File: src/rtl/counter_bank_pkg.sv
// counter_bank_pkg
// Shared definitions for the counter bank: command encodings, the command
// type and a ceil(log2) helper used to size channel-select ports.
package counter_bank_pkg;

  typedef logic [2:0] ctrl_t;

  localparam ctrl_t CTRL_NONE      = 3'd0;
  localparam ctrl_t CTRL_CLR       = 3'd1;
  localparam ctrl_t CTRL_LOAD      = 3'd2;
  localparam ctrl_t CTRL_INCR      = 3'd3;
  localparam ctrl_t CTRL_DECR      = 3'd4;
  localparam ctrl_t CTRL_CLR_ALL   = 3'd5;
  localparam ctrl_t CTRL_SET_LIMIT = 3'd6;
  localparam ctrl_t CTRL_RSVD      = 3'd7;

  // ceil(log2(n)), never less than 1 so a single-channel bank still has a
  // 1-bit select port.
  function automatic int clog2_min1(input int n);
    int r;
    r = 0;
    for (int i = 0; i < 31; i++) begin
      if ((1 << i) < n) r = i + 1;
    end
    if (r < 1) r = 1;
    return r;
  endfunction

endpackage

File: src/rtl/counter_channel.sv
// counter_channel
// One up/down counter with a programmable upper limit.
// Ports:
//   clk, rst       : clock, asynchronous active-high reset
//   ctrl           : command broadcast to every channel
//   sel            : this channel is the (in-range) target of ctrl
//   data_input     : operand for LOAD / SET_LIMIT
//   value          : registered counter value
//   zero, at_limit : combinational status of the registered state
//   ovf, unf       : registered one-cycle event pulses
module counter_channel
  import counter_bank_pkg::*;
#(
  parameter int DATA_WIDTH = 8,
  parameter int SATURATE   = 0
) (
  input  logic                  clk,
  input  logic                  rst,
  input  ctrl_t                 ctrl,
  input  logic                  sel,
  input  logic [DATA_WIDTH-1:0] data_input,
  output logic [DATA_WIDTH-1:0] value,
  output logic                  zero,
  output logic                  at_limit,
  output logic                  ovf,
  output logic                  unf
);

  logic [DATA_WIDTH-1:0] value_q, value_d;
  logic [DATA_WIDTH-1:0] limit_q, limit_d;
  logic                  ovf_q, ovf_d;
  logic                  unf_q, unf_d;

  always_comb begin
    value_d = value_q;
    limit_d = limit_q;
    ovf_d   = 1'b0;
    unf_d   = 1'b0;
    // CLR_ALL acts on every channel whether or not this one is addressed.
    if (ctrl == CTRL_CLR_ALL) begin
      value_d = '0;
    end else if (sel) begin
      case (ctrl)
        CTRL_CLR: value_d = '0;
        CTRL_LOAD: value_d = (data_input > limit_q) ? limit_q : data_input;
        CTRL_INCR: begin
          if (value_q == limit_q) begin
            ovf_d   = 1'b1;
            value_d = (SATURATE != 0) ? value_q : '0;
          end else begin
            value_d = value_q + 1'b1;
          end
        end
        CTRL_DECR: begin
          if (value_q == '0) begin
            unf_d   = 1'b1;
            value_d = (SATURATE != 0) ? '0 : limit_q;
          end else begin
            value_d = value_q - 1'b1;
          end
        end
        CTRL_SET_LIMIT: begin
          limit_d = data_input;
          // Keep value <= limit as an invariant.
          if (value_q > data_input) value_d = data_input;
        end
        default: ;
      endcase
    end
  end

  always_ff @(posedge clk or posedge rst) begin
    if (rst) begin
      value_q <= '0;
      limit_q <= '1;
      ovf_q   <= 1'b0;
      unf_q   <= 1'b0;
    end else begin
      value_q <= value_d;
      limit_q <= limit_d;
      ovf_q   <= ovf_d;
      unf_q   <= unf_d;
    end
  end

  assign value    = value_q;
  assign zero     = (value_q == '0);
  assign at_limit = (value_q == limit_q);
  assign ovf      = ovf_q;
  assign unf      = unf_q;

endmodule

File: src/rtl/counter_bank.sv
// counter_bank
// Bank of CHANNELS independent up/down counters with per-channel limits.
// One command per cycle is applied to channel ch_sel; no handshake, every
// command is accepted. Results are visible one cycle after the sampling edge.
// Ports:
//   clk, rst    : clock, asynchronous active-high reset
//   ch_sel      : target channel of ctrl
//   ctrl        : command (see counter_bank_pkg encodings)
//   data_input  : operand for LOAD / SET_LIMIT
//   rd_sel      : read-port channel select
//   data_output : value of channel rd_sel (0 when out of range), combinational
//   zero        : per-channel value == 0
//   at_limit    : per-channel value == limit
//   ovf, unf    : per-channel registered wrap/saturate event pulses
//   sel_err     : registered pulse for a command addressed to a missing channel
module counter_bank
  import counter_bank_pkg::*;
#(
  parameter  int DATA_WIDTH = 8,
  parameter  int CHANNELS   = 4,
  parameter  int SATURATE   = 0,
  localparam int CH_W       = clog2_min1(CHANNELS)
) (
  input  logic                  clk,
  input  logic                  rst,
  input  logic [CH_W-1:0]       ch_sel,
  input  ctrl_t                 ctrl,
  input  logic [DATA_WIDTH-1:0] data_input,
  input  logic [CH_W-1:0]       rd_sel,
  output logic [DATA_WIDTH-1:0] data_output,
  output logic [CHANNELS-1:0]   zero,
  output logic [CHANNELS-1:0]   at_limit,
  output logic [CHANNELS-1:0]   ovf,
  output logic [CHANNELS-1:0]   unf,
  output logic                  sel_err
);

  logic [CHANNELS-1:0]   sel;
  logic [DATA_WIDTH-1:0] values [CHANNELS];
  logic                  is_nop;
  logic                  sel_err_q, sel_err_d;

  assign is_nop = (ctrl == CTRL_NONE) || (ctrl == CTRL_RSVD);

  // One-hot decode; an out-of-range ch_sel selects nothing.
  always_comb begin
    sel = '0;
    for (int i = 0; i < CHANNELS; i++) begin
      sel[i] = (int'(ch_sel) == i);
    end
  end

  // CLR_ALL is channel-independent, so it never counts as a bad select.
  always_comb begin
    sel_err_d = !is_nop && (ctrl != CTRL_CLR_ALL) && (int'(ch_sel) >= CHANNELS);
  end

  always_ff @(posedge clk or posedge rst) begin
    if (rst) sel_err_q <= 1'b0;
    else     sel_err_q <= sel_err_d;
  end

  assign sel_err = sel_err_q;

  for (genvar g = 0; g < CHANNELS; g++) begin : g_ch
    counter_channel #(
      .DATA_WIDTH(DATA_WIDTH),
      .SATURATE  (SATURATE)
    ) u_ch (
      .clk       (clk),
      .rst       (rst),
      .ctrl      (ctrl),
      .sel       (sel[g]),
      .data_input(data_input),
      .value     (values[g]),
      .zero      (zero[g]),
      .at_limit  (at_limit[g]),
      .ovf       (ovf[g]),
      .unf       (unf[g])
    );
  end

  always_comb begin
    data_output = '0;
    for (int i = 0; i < CHANNELS; i++) begin
      if (int'(rd_sel) == i) data_output = values[i];
    end
  end

endmodule

File: config.mk
export PLATFORM = sky130hd
export DESIGN_NAME = counter_bank
export DESIGN_NICKNAME = d
export VERILOG_FILES = /design/src/rtl/counter_bank_pkg.sv /design/src/rtl/counter_channel.sv /design/src/rtl/counter_bank.sv
export SDC_FILE = /design/constraint.sdc
export NUM_CORES = 1
export LEC_CHECK = 0
export BUFFER_PORTS_ARGS = -buffer_cell sky130_fd_sc_hd__buf_2
export CAP_MARGIN = 20
export CORE_ASPECT_RATIO = 0.6
export CORE_MARGIN = 3
export CORE_UTILIZATION = 50
export CTS_CLUSTER_SIZE = 10
export DETAILED_ROUTE_END_ITERATION = 12
export GPL_TIMING_DRIVEN = 0
export PLACE_DENSITY = 0.67
export SLEW_MARGIN = 10
export SYNTH_ARGS = -nofsm -noshare
export SYNTH_HDL_FRONTEND = slang
export SYNTH_SLANG_ARGS = --single-unit
File: constraint.sdc
create_clock -name clk -period 2.8 [get_ports clk]
set_clock_uncertainty 0.05 [all_clocks]
set_input_delay 0.42 -clock clk [delete_from_list [all_inputs] [get_ports clk]]
set_output_delay 0.42 -clock clk [all_outputs]
set_load 0.02 [all_outputs]
== Word-level counts from Yosys, hierarchy flattened ==
Index checks and enable logic that the tools add are counted.
Storage, ports and cells
  memory bits (writable): 0
  bits in read-only memories: 0
  latch bits: 0
  memories kept: 0
  register bits after elaboration: 72
  logic and storage cells: 136
Operators by class
  muxes and demuxes: 64
  reduce and logical (&&, ||, !) cells: 19
  shifts and indexed selects: 0
  $add $sub $neg: 8
  magnitude comparators: 8
  bitwise operators: 1
  div/mod/pow operators: 0
  multipliers: 0
  eq/ne operators: 20
Operator list (number)
  8-bit two-way mux: 28
  8-bit case mux with 5 select lines: 4
  8-bit > comparator: 8
  8-bit by 1-bit adder with 8-bit output, second input constant: 4
  8-bit equality test: 4
  8-bit zero test: 4
  1-bit two-way mux: 32
  8-bit by 1-bit subtractor with 8-bit output, second input constant: 4
  3-bit AND reduction: 8
  3-bit by 1-bit inequality test with 1-bit output, second input constant: 4
  3-bit equality test, second input constant: 3
  2-bit equality test, second input constant: 4
  2-bit nonzero test: 4
  3-bit by 2-bit equality test with 1-bit output, second input constant: 2
  6-bit nonzero test: 1
  2-bit by 1-bit equality test with 1-bit output, second input constant: 2
  2-bit zero test: 2
  3-bit by 1-bit equality test with 1-bit output, second input constant: 1
  1-bit NOT: 1

== Longest topological paths before layout ==
Gate-level depths: netlist (run 1).
  depth after elaboration: 5
  gate-level depth with buffers: 12
  mapped depth without buffers: 10

== Modules after synthesis ==
A second synthesis (run 1) with hierarchy kept.
Unflattened totals
  cell total of the unflattened synthesis: 875
  area total of the unflattened synthesis: 7429.6 µm²
By module, submodules not included
  counter_channel (g_ch[1].u_ch ...): area each 1737.9 µm², cells each 206, sequential area each 460.4 µm², times used 2
  counter_channel (g_ch[0].u_ch): area each 1883.1 µm², cells each 223, sequential area each 460.4 µm², times used 1
  counter_channel (g_ch[3].u_ch): area each 1840.5 µm², cells each 224, sequential area each 460.4 µm², times used 1
  counter_bank: area each 230.2 µm², cells each 16, sequential area each 0.0 µm², times used 1

== Least setup slack after synthesis (run 1) ==
No wires, ideal clock.
  path kind: reg2reg
  start point: reg g_ch[0].u_ch.limit_q[1]
  end point: reg g_ch[0].u_ch.value_q[0]
  stages on the path, launching flop included: 10
  setup time: 126 ps
  required time: 2624 ps
  path slack: 218 ps
  data arrival time: 2406 ps
  buffers on the path: 0
  period minus slack after synthesis: 2582 ps
  cell sequence: dfstp_2 > inv_1 > ha_1 > nor2b_1 > o211ai_1 > a21oi_1 > o31ai_2 > mux2_2 > a21oi_1 > o21ai_1
On the way
  longest elaborated chain between the ends: 5
  elaborated cells on any way between the ends: 7
  classes of those cells: order compare: 1; eq/ne: 1; mux: 5
Ends and longest elaborated chain
  start: declaration: line counter_channel.sv:30  | logic [DATA_WIDTH-1:0] limit_q, limit_d;
  start signal: assignment: line counter_channel.sv:80  | limit_q <= limit_d;
  8-bit > comparator / 8-bit equality test (equally long branches): line counter_channel.sv:45, counter_channel.sv:47
  8-bit two-way mux, on equally long branches: line counter_channel.sv:45, counter_channel.sv:47
  8-bit case mux with 5 select lines (*): line counter_channel.sv:43  | case (ctrl)
  8-bit two-way mux (*): line counter_channel.sv:42  | end else if (sel) begin
  8-bit two-way mux (*): line counter_channel.sv:40  | if (ctrl == CTRL_CLR_ALL) begin
  end signal: assignment: line counter_channel.sv:79  | value_q <= value_d;
  end: declaration: line counter_channel.sv:29  | logic [DATA_WIDTH-1:0] value_q, value_d;
Mark *: on every way between the ends. The rest lies on a longest branch, timed or not. The select of a mux whose other input is x is not followed.
A chain may end at the register's enable or synchronous reset.

== Worst setup path after layout (run 1) ==
  start point: reg g_ch[3].u_ch.value_q[4]
  end point: out zero[3]
On the way
  longest elaborated chain between the ends: 1
Ends and longest elaborated chain
  start: declaration: line counter_channel.sv:29
  start signal: assignment: line counter_channel.sv:79
  8-bit zero test: line counter_channel.sv:87  | assign zero = (value_q == '0);
  end: declaration: line counter_bank.sv:31  | output logic [CHANNELS-1:0] zero,
Every way passes these cells.

==> reports/results.tsv, run 1 <==
stage	metric	value	unit
drt	DR DRC count	0	
grt	met1 Usage GRT	47.04	%
clock_tree	number of CTS-inserted buffers	9	
placed_design	IO buf count	38	
setup_path	critical path's slowest cell	or4_4	
setup_path	critical path's top delay family	simple AND/OR/NAND/NOR gates	
drt	DRT iter0 DRCs	921	
floorplanning	chip width	162.3	um
timing	final hold vios	0	
clock_tree	CTS tree	done	
setup_path	start point of the critical path	g_ch[3].u_ch.value[4]	
yosys	FFs w/ async S/R, synth	100.0	%
yosys	Synth cell types	71	
finish	layout cell share with drive strength beyond 1	22.03	%
finish	fill cell count	1243	
grt	vias in the first global route	6744	
grt	antenna violations before repair	1	
clock_tree	Clk pin slew, worst setup/hold paths	0.07	ns
clock_tree	clock buffer depth	2	
floorplanning	die area	16200	um^2
floorplanning	Initial Util	52.36	%
yosys	Post-Syn Nets	988	
finish	# diodes	0	
yosys	Avg Cell Area, Syn	8.189	um^2
power	sequential share of power	28.2	%
drt	vias per cell	6.287	
grt	GRT busiest layer	met1	
timing	max frequency	0.3620	GHz
power	Comb power frac	49.4	%
floorplanning	die height	99.79	um
setup_path	Arrival @ worst endpoint	2.29	ns
setup_path	Critical R2R Launch	g_ch[2].u_ch.value[3]	
yosys	FF+latch count, synth	72	
power	internal power	3.042	mW
finish	most frequent cells in the layout	103 x nand2_1, 77 x o21ai_0, 74 x ha_1, 55 x a21oi_1, 54 x inv_1	
power	clock share of power	22.5	%
drt	via count	7287	
power	VDD IR max	285.9	uV
grt	total gr overflow	0	
floorplanning	FP Rows	33	
finish	commonest non-fill, non-tap cell in the layout	nand2_1	
setup_path	CP peak stage delay	0.56	ns
setup_path	reg-to-reg slack, setup	0.18	ns
yosys	Synth Flop Type	dfrtp_1	
power	net switching power figure	2.196	mW
clock_tree	worst skew pair latency	0.34	ns
yosys	mapped cell area	7330	um^2
finish	NumNets Final	1055	
clock_tree	root buffer cell	clkbuf_16	
timing	setup TNS	0	ns
yosys	Seq/Total Area, Yosys	25.13	%
floorplanning	CORE AREA	14000	um^2
placed_design	GPL Wtd Cong	0.9553	
setup_path	critical path launch point type	register	
setup_path	Reg2Reg Depth	8	
grt	met2 Usage GRT	44.86	%
grt	met3 GRT Util	14.19	%
setup_path	worst-path maximum fanout	10	
timing	final slew viol count	0	
clock_tree	clock sinks	72	
run_status	status	finished clean	
setup_path	Critical Path Stages	7	
placed_design	HPWL after DPL	19.37	mm
grt	first-pass GRT wire length	40.40	mm
power	Leak	3.887	nW
setup_path	Buf+Inv Stages, Crit Path	5	
yosys	Gate Count Post-Synth	895	
setup_path	kind of critical path	register to output port	
clock_tree	H-tree Lvls	3	
timing	Final Cycle Share	98.65	%
timing	Tmin final	2.762	ns
floorplanning	Ports	42	
grt	GRT Total Usage	33.01	%
setup_path	Crit. End Element	output port	
timing	Slew @ Worst Pin	0.9502	ns
finish	fin util	60.42	%
power	pwr/cell area	619.4	nW/um^2
drt	TritonRoute pass-1 iters	6	
drt	WL final	26.55	mm
finish	final std cells w/o fill	1159	
placed_design	DP Cell Count	1126	
timing	Slew HR	36.65	%
setup_path	worst-path cell chain	buf_6 > or4_4 > or3_4 > buf_6 > inv_2 > buf_4 > buf_4	
power	switching fraction of total power	41.92	%
timing	final setup vio count	0	
run	Max Cap Viol	0	
yosys	Post-synth EDFFs	0	
drt	Routed WL per cell	22.91	um
min_path	HP Class	primary input to asynchronous set/reset pin	
drt	DRT antenna net count	0	
finish	Syn-to-layout area delta	15.38	%
grt	largest net degree at the start of global routing	47	
yosys	YS warnings	0	
setup_path	Crit path required time	2.33	ns
[cell usage after synthesis (27+ instances only)]
master	count	share of area, %
nor2_1	31	1.6
mux2i_1	28	3.8
dfrtp_1	40	14
o21ai_0	77	5.3
nand2_1	105	5.4
dfstp_2	32	11
inv_1	59	3.0
xor2_1	51	6.1
clkbuf_1	46	2.4
a21oi_1	56	3.8
nor3_1	27	1.8
ha_1	76	13
[registers in the layout (all words and copies together) (netlist names)]
| signal | flops |
|---|---|
| g_ch.u_ch.unf | 4 |
| g_ch.u_ch.ovf | 4 |
| g_ch.u_ch.value | 32 |
| g_ch.u_ch.limit_q | 32 |
[worst paths after layout]
| path | end |
|---|---|
| setup reg to reg | g_ch[2].u_ch.value[7] |
| hold reg to reg | g_ch[0].u_ch.limit_q[3] |
| min in group clk | g_ch[0].u_ch.ovf |
| max in group asynchronous | g_ch[2].u_ch.limit_q[5] |
| setup / recovery | zero[3] |
| hold / removal | g_ch[0].u_ch.unf |
[metal layers]
layer  vias up  wire (um)
met5         -         13
met1      3410      11390
li1       3346          -
met3        71       3878
met2       458      10490
met4         2        777
[worst register-to-register path, cell delays in order (launching register included)]
cell	delay [ns]
dfrtp_1	0.38
clkbuf_1	0.28
or4_1	0.68
nor3_1	0.20
a21oi_1	0.08
o41ai_1	0.36
a21boi_0	0.19
o221a_2	0.19
o21ai_0	0.14
[cell families after synthesis]
kind of cell	share of synthesized area [%]
simple gates	16.70
compound gates	21.44
buf+inv	8.621
fa+ha+maj	12.97
flops	25.13
xor+xnor	7.887
mux	7.204
other cells	0.05116
[through the flow]
step	cell area, um^2	hold WS, ns	power (mW)	setup WS (ns)
after floorplan	7330	0.4243	3.164	0.2182
after global placement	7760	0.4426	3.740	-1.100
after detailed placement	7790	0.3883	3.769	-1.076
after CTS	8259	0.02518	5.052	0.007356
after global routing	8457	0.03574	5.553	-0.003748
final	8457	0.01954	5.238	0.03779
[cell type report]
| class | count | area [um^2] | area share (%) |
|---|---|---|---|
| clock inverters | 6 | 60.06 | 0.7102 |
| clock buffers | 10 | 229.0 | 2.708 |
| plain buffers | 75 | 442.9 | 5.237 |
| well taps | 192 | 240.2 | 2.841 |
| flip-flops and latches | 72 | 1844 | 21.81 |
| repair buffers | 59 | 385.4 | 4.557 |
| inverters | 62 | 251.5 | 2.974 |
| multi-input cells | 683 | 5004 | 59.17 |
[power by group through the flow]
stage                     clock (mW)  combinational (mW)  sequential [mW]
after global routing            1.23                2.82             1.50
after CTS                       1.19                2.39             1.47
after floorplan                    0                1.74             1.42
after global placement             0                2.26             1.48
after detailed placement           0                2.29             1.48
final                           1.18                2.59             1.48
[what timing repair did]
item,4_1_cts,5_1_grt
pin swaps,3,4
hold buffers,0,0
hold endpoints to repair,0,0
cloned,0,1
endpoints found under the setup margin,36,38
resized for setup,39,49
setup buffers,12,8
No activity file was read; power rests on OpenSTA's default activity.
==> inputs of run 2 (changes only) <==
--- a/config.mk
+++ b/config.mk
@@ -5,15 +5,14 @@
 export SDC_FILE = /design/constraint.sdc
 export NUM_CORES = 1
 export LEC_CHECK = 0
-export BUFFER_PORTS_ARGS = -buffer_cell sky130_fd_sc_hd__buf_2
 export CAP_MARGIN = 20
 export CORE_ASPECT_RATIO = 0.6
 export CORE_MARGIN = 3
 export CORE_UTILIZATION = 50
 export CTS_CLUSTER_SIZE = 10
 export DETAILED_ROUTE_END_ITERATION = 12
+export DONT_BUFFER_PORTS = 1
 export GPL_TIMING_DRIVEN = 0
-export PLACE_DENSITY = 0.67
 export SLEW_MARGIN = 10
 export SYNTH_ARGS = -nofsm -noshare
 export SYNTH_HDL_FRONTEND = slang
==> run 2 against run 1 <==
Compared with the run above: the run now ends with setup timing left; first-iteration DRC count increased by 7.2%; sequential cell count stayed put; cell area shrank 4.4%; routed wire length increased by 5.2%; hold slack gained 0.071 ns; die area stayed put; global-route usage grew 1.3 points; sequential power barely moved; non-clock buffer count is 46 lower; register-to-register slack worse by 0.12 ns; final cell count is 4.1% lower; critical endpoint is now g_ch[1].u_ch.value[7].
==> reports/results.tsv, run 2 (synthesized netlist as in run 1, its figures left out) <==
stage	metric	value	unit	change
run_status	status	complete, but fails checks		
run_status	failing checks	setup timing		
finish	layout cell share with drive strength beyond 1	16.30	%	-5.7 points
drt	via count	7333		+0.63%
grt	antenna violations before repair	1		unchanged
finish	Syn-to-layout area delta	10.29	%	
timing	setup TNS	-0.06085	ns	-0.06085 ns
clock_tree	number of CTS-inserted buffers	9		unchanged
finish	Sequential cell area	1846	um^2	about the same
clock_tree	CTS tree	done		
clock_tree	Clk pin slew, worst setup/hold paths	0.06	ns	about the same
setup_path	critical path launch point type	primary input		
placed_design	Setup WS pre-CTS	-0.8661	ns	+0.2103 ns
timing	PnR worst setup slack	-0.03949	ns	-0.07728 ns
grt	largest net degree at the start of global routing	48		+2.1%
timing	Final Cycle Share	101.4	%	+2.8 points
timing	Slew @ Worst Pin	0.9776	ns	+0.02739 ns
setup_path	worst-path maximum fanout	10		unchanged
setup_path	critical path's slowest cell	nor3_1		
grt	total gr overflow	0		unchanged
floorplanning	chip width	162.3	um	unchanged
drt	DRT iter0 DRCs	987		+7.2%
setup_path	CP peak stage delay	0.84	ns	+0.28 ns
clock_tree	H-tree Lvls	3		unchanged
grt	vias in the first global route	6863		+1.8%
finish	NumNets Final	1008		-4.5%
setup_path	kind of critical path	primary input to register		
floorplanning	CORE AREA	14000	um^2	unchanged
timing	final hold vios	0		unchanged
placed_design	dpl cell area	7600	um^2	-2.4%
power	VDD IR max	319.2	uV	+12%
setup_path	Arrival @ worst endpoint	3.06	ns	+0.77 ns
finish	footprint of the multi-input gates	4918	um^2	-1.7%
setup_path	reg-to-reg slack, setup	0.06	ns	-0.12 ns
floorplanning	die area	16200	um^2	unchanged
floorplanning	FP Rows	33		unchanged
clock_tree	clock sinks	72		unchanged
drt	vias per cell	6.594		+4.9%
clock_tree	worst skew pair latency	0.35	ns	about the same
timing	final setup vio count	3		+3
drt	TritonRoute pass-1 iters	6		unchanged
setup_path	worst-path cell chain	clkbuf_2 > inv_1 > ha_1 > a21oi_1 > o21ai_0 > o31a_1 > a311oi_1 > nor3_1 > a22o_1		
floorplanning	die height	99.79	um	unchanged
drt	DRT antenna net count	0		unchanged
timing	max frequency	0.3522	GHz	-2.7%
placed_design	HPWL after DPL	20.47	mm	+5.7%
grt	GRT Total Usage	34.32	%	+1.3 points
power	Leak	3.656	nW	-5.9%
min_path	HP Class	primary input to register		
finish	post-route design area	8084	um^2	-4.4%
floorplanning	Initial Util	52.36	%	unchanged
timing	final slew viol count	0		unchanged
clock_tree	clock buffer depth	2		unchanged
finish	# diodes	0		unchanged
grt	first-pass GRT wire length	41.66	mm	+3.1%
timing	Slew HR	34.32	%	-2.3 points
setup_path	Crit path required time	3.02	ns	+0.69 ns
placed_design	IO buf count	0		-100%
run	Max Cap Viol	0		unchanged
finish	biggest regs	g_ch.u_ch.limit_q (32), g_ch.u_ch.value (32)		
setup_path	Crit. End Element	register		
placed_design	GPL Wtd Cong	0.9807		+2.7%
clock_tree	root buffer cell	clkbuf_16		
finish	commonest non-fill, non-tap cell in the layout	nand2_1		
drt	WL final	27.94	mm	+5.2%
drt	DR DRC count	0		unchanged
drt	Routed WL per cell	25.12	um	+9.7%
timing	Tmin final	2.839	ns	+0.07728 ns
finish	fill cell count	1301		+4.7%
finish	most frequent cells in the layout	104 x nand2_1, 77 x o21ai_0, 76 x ha_1, 56 x inv_1, 56 x a21oi_1		
finish	fin util	57.75	%	-2.7 points
floorplanning	Ports	42		unchanged
power	pwr/cell area	629.8	nW/um^2	+1.7%
run 2: area by class of cell:
class / instances / area share [%]
buffer: 74 / 5.077
clock buffer: 15 / 3.312
clock inverter: 1 / 0.06191
inverter: 62 / 3.018
multi-input combinational: 682 / 60.84
sequential: 72 / 22.83
tap: 192 / 2.972
timing repair buffer: 14 / 1.888
run 2: final timing paths:
| path | to | start | cells past startpoint |
|---|---|---|---|
| worst max-delay path | g_ch[1].u_ch.value[7] | data_input[5] | 9 |
| worst min-delay path | g_ch[0].u_ch.ovf | ch_sel[0] | 1 |
| worst max register to register | g_ch[1].u_ch.value[1] | g_ch[1].u_ch.value[6] | 7 |
| worst min register to register | g_ch[0].u_ch.limit_q[1] | g_ch[0].u_ch.limit_q[1] | 2 |
| max in group asynchronous | g_ch[3].u_ch.limit_q[4] | rst | 3 |
| min in group asynchronous | g_ch[0].u_ch.value[6] | rst | 2 |
run 2: power breakdown:
part           total, mW  internal (mW)  switching [mW]
clock               1.11          0.650           0.465
combinational       2.49          0.997            1.49
sequential          1.49           1.29           0.204
run 2: per-layer routing:
metal  track usage, %  part of all wire, %
met4            10.42                  3.3
met1            50.65                   44
met3            9.979                   13
met5                0                    0
met2            48.33                   40
run 2: through the flow:
| step | hold slack (ns) | instances | total power, mW |
|---|---|---|---|
| 6_report | 0.09049 | 1112 | 5.091 |
| 5_1_grt | 0.09629 | 1112 | 5.381 |
| 4_1_cts | 0.09337 | 1106 | 4.884 |
| 3_5_place_dp | 0.2533 | 1088 | 3.744 |
| 3_3_place_gp | 0.4383 | 1087 | 3.679 |
| 2_1_floorplan | 0.4243 | 895 | 3.164 |
run 2: worst max-delay path, delay by kind of cell:
family | cells | cell delay, ns
AO/OA/AOI/OAI | 5 | 0.77
AND/OR/NAND/NOR | 1 | 0.84
buffers and inverters | 2 | 0.63
adder cells (fa/ha/maj) | 1 | 0.40
run 2: repair_timing:
action                                  in CTS  in global routing
hold endpoints to repair                    13                  0
buffers inserted                             3                  9
cloned                                       0                  0
pin swaps                                    0                  3
hold buffers                                 1                  0
endpoints found under the setup margin      34                 36
resized for setup                           21                 36
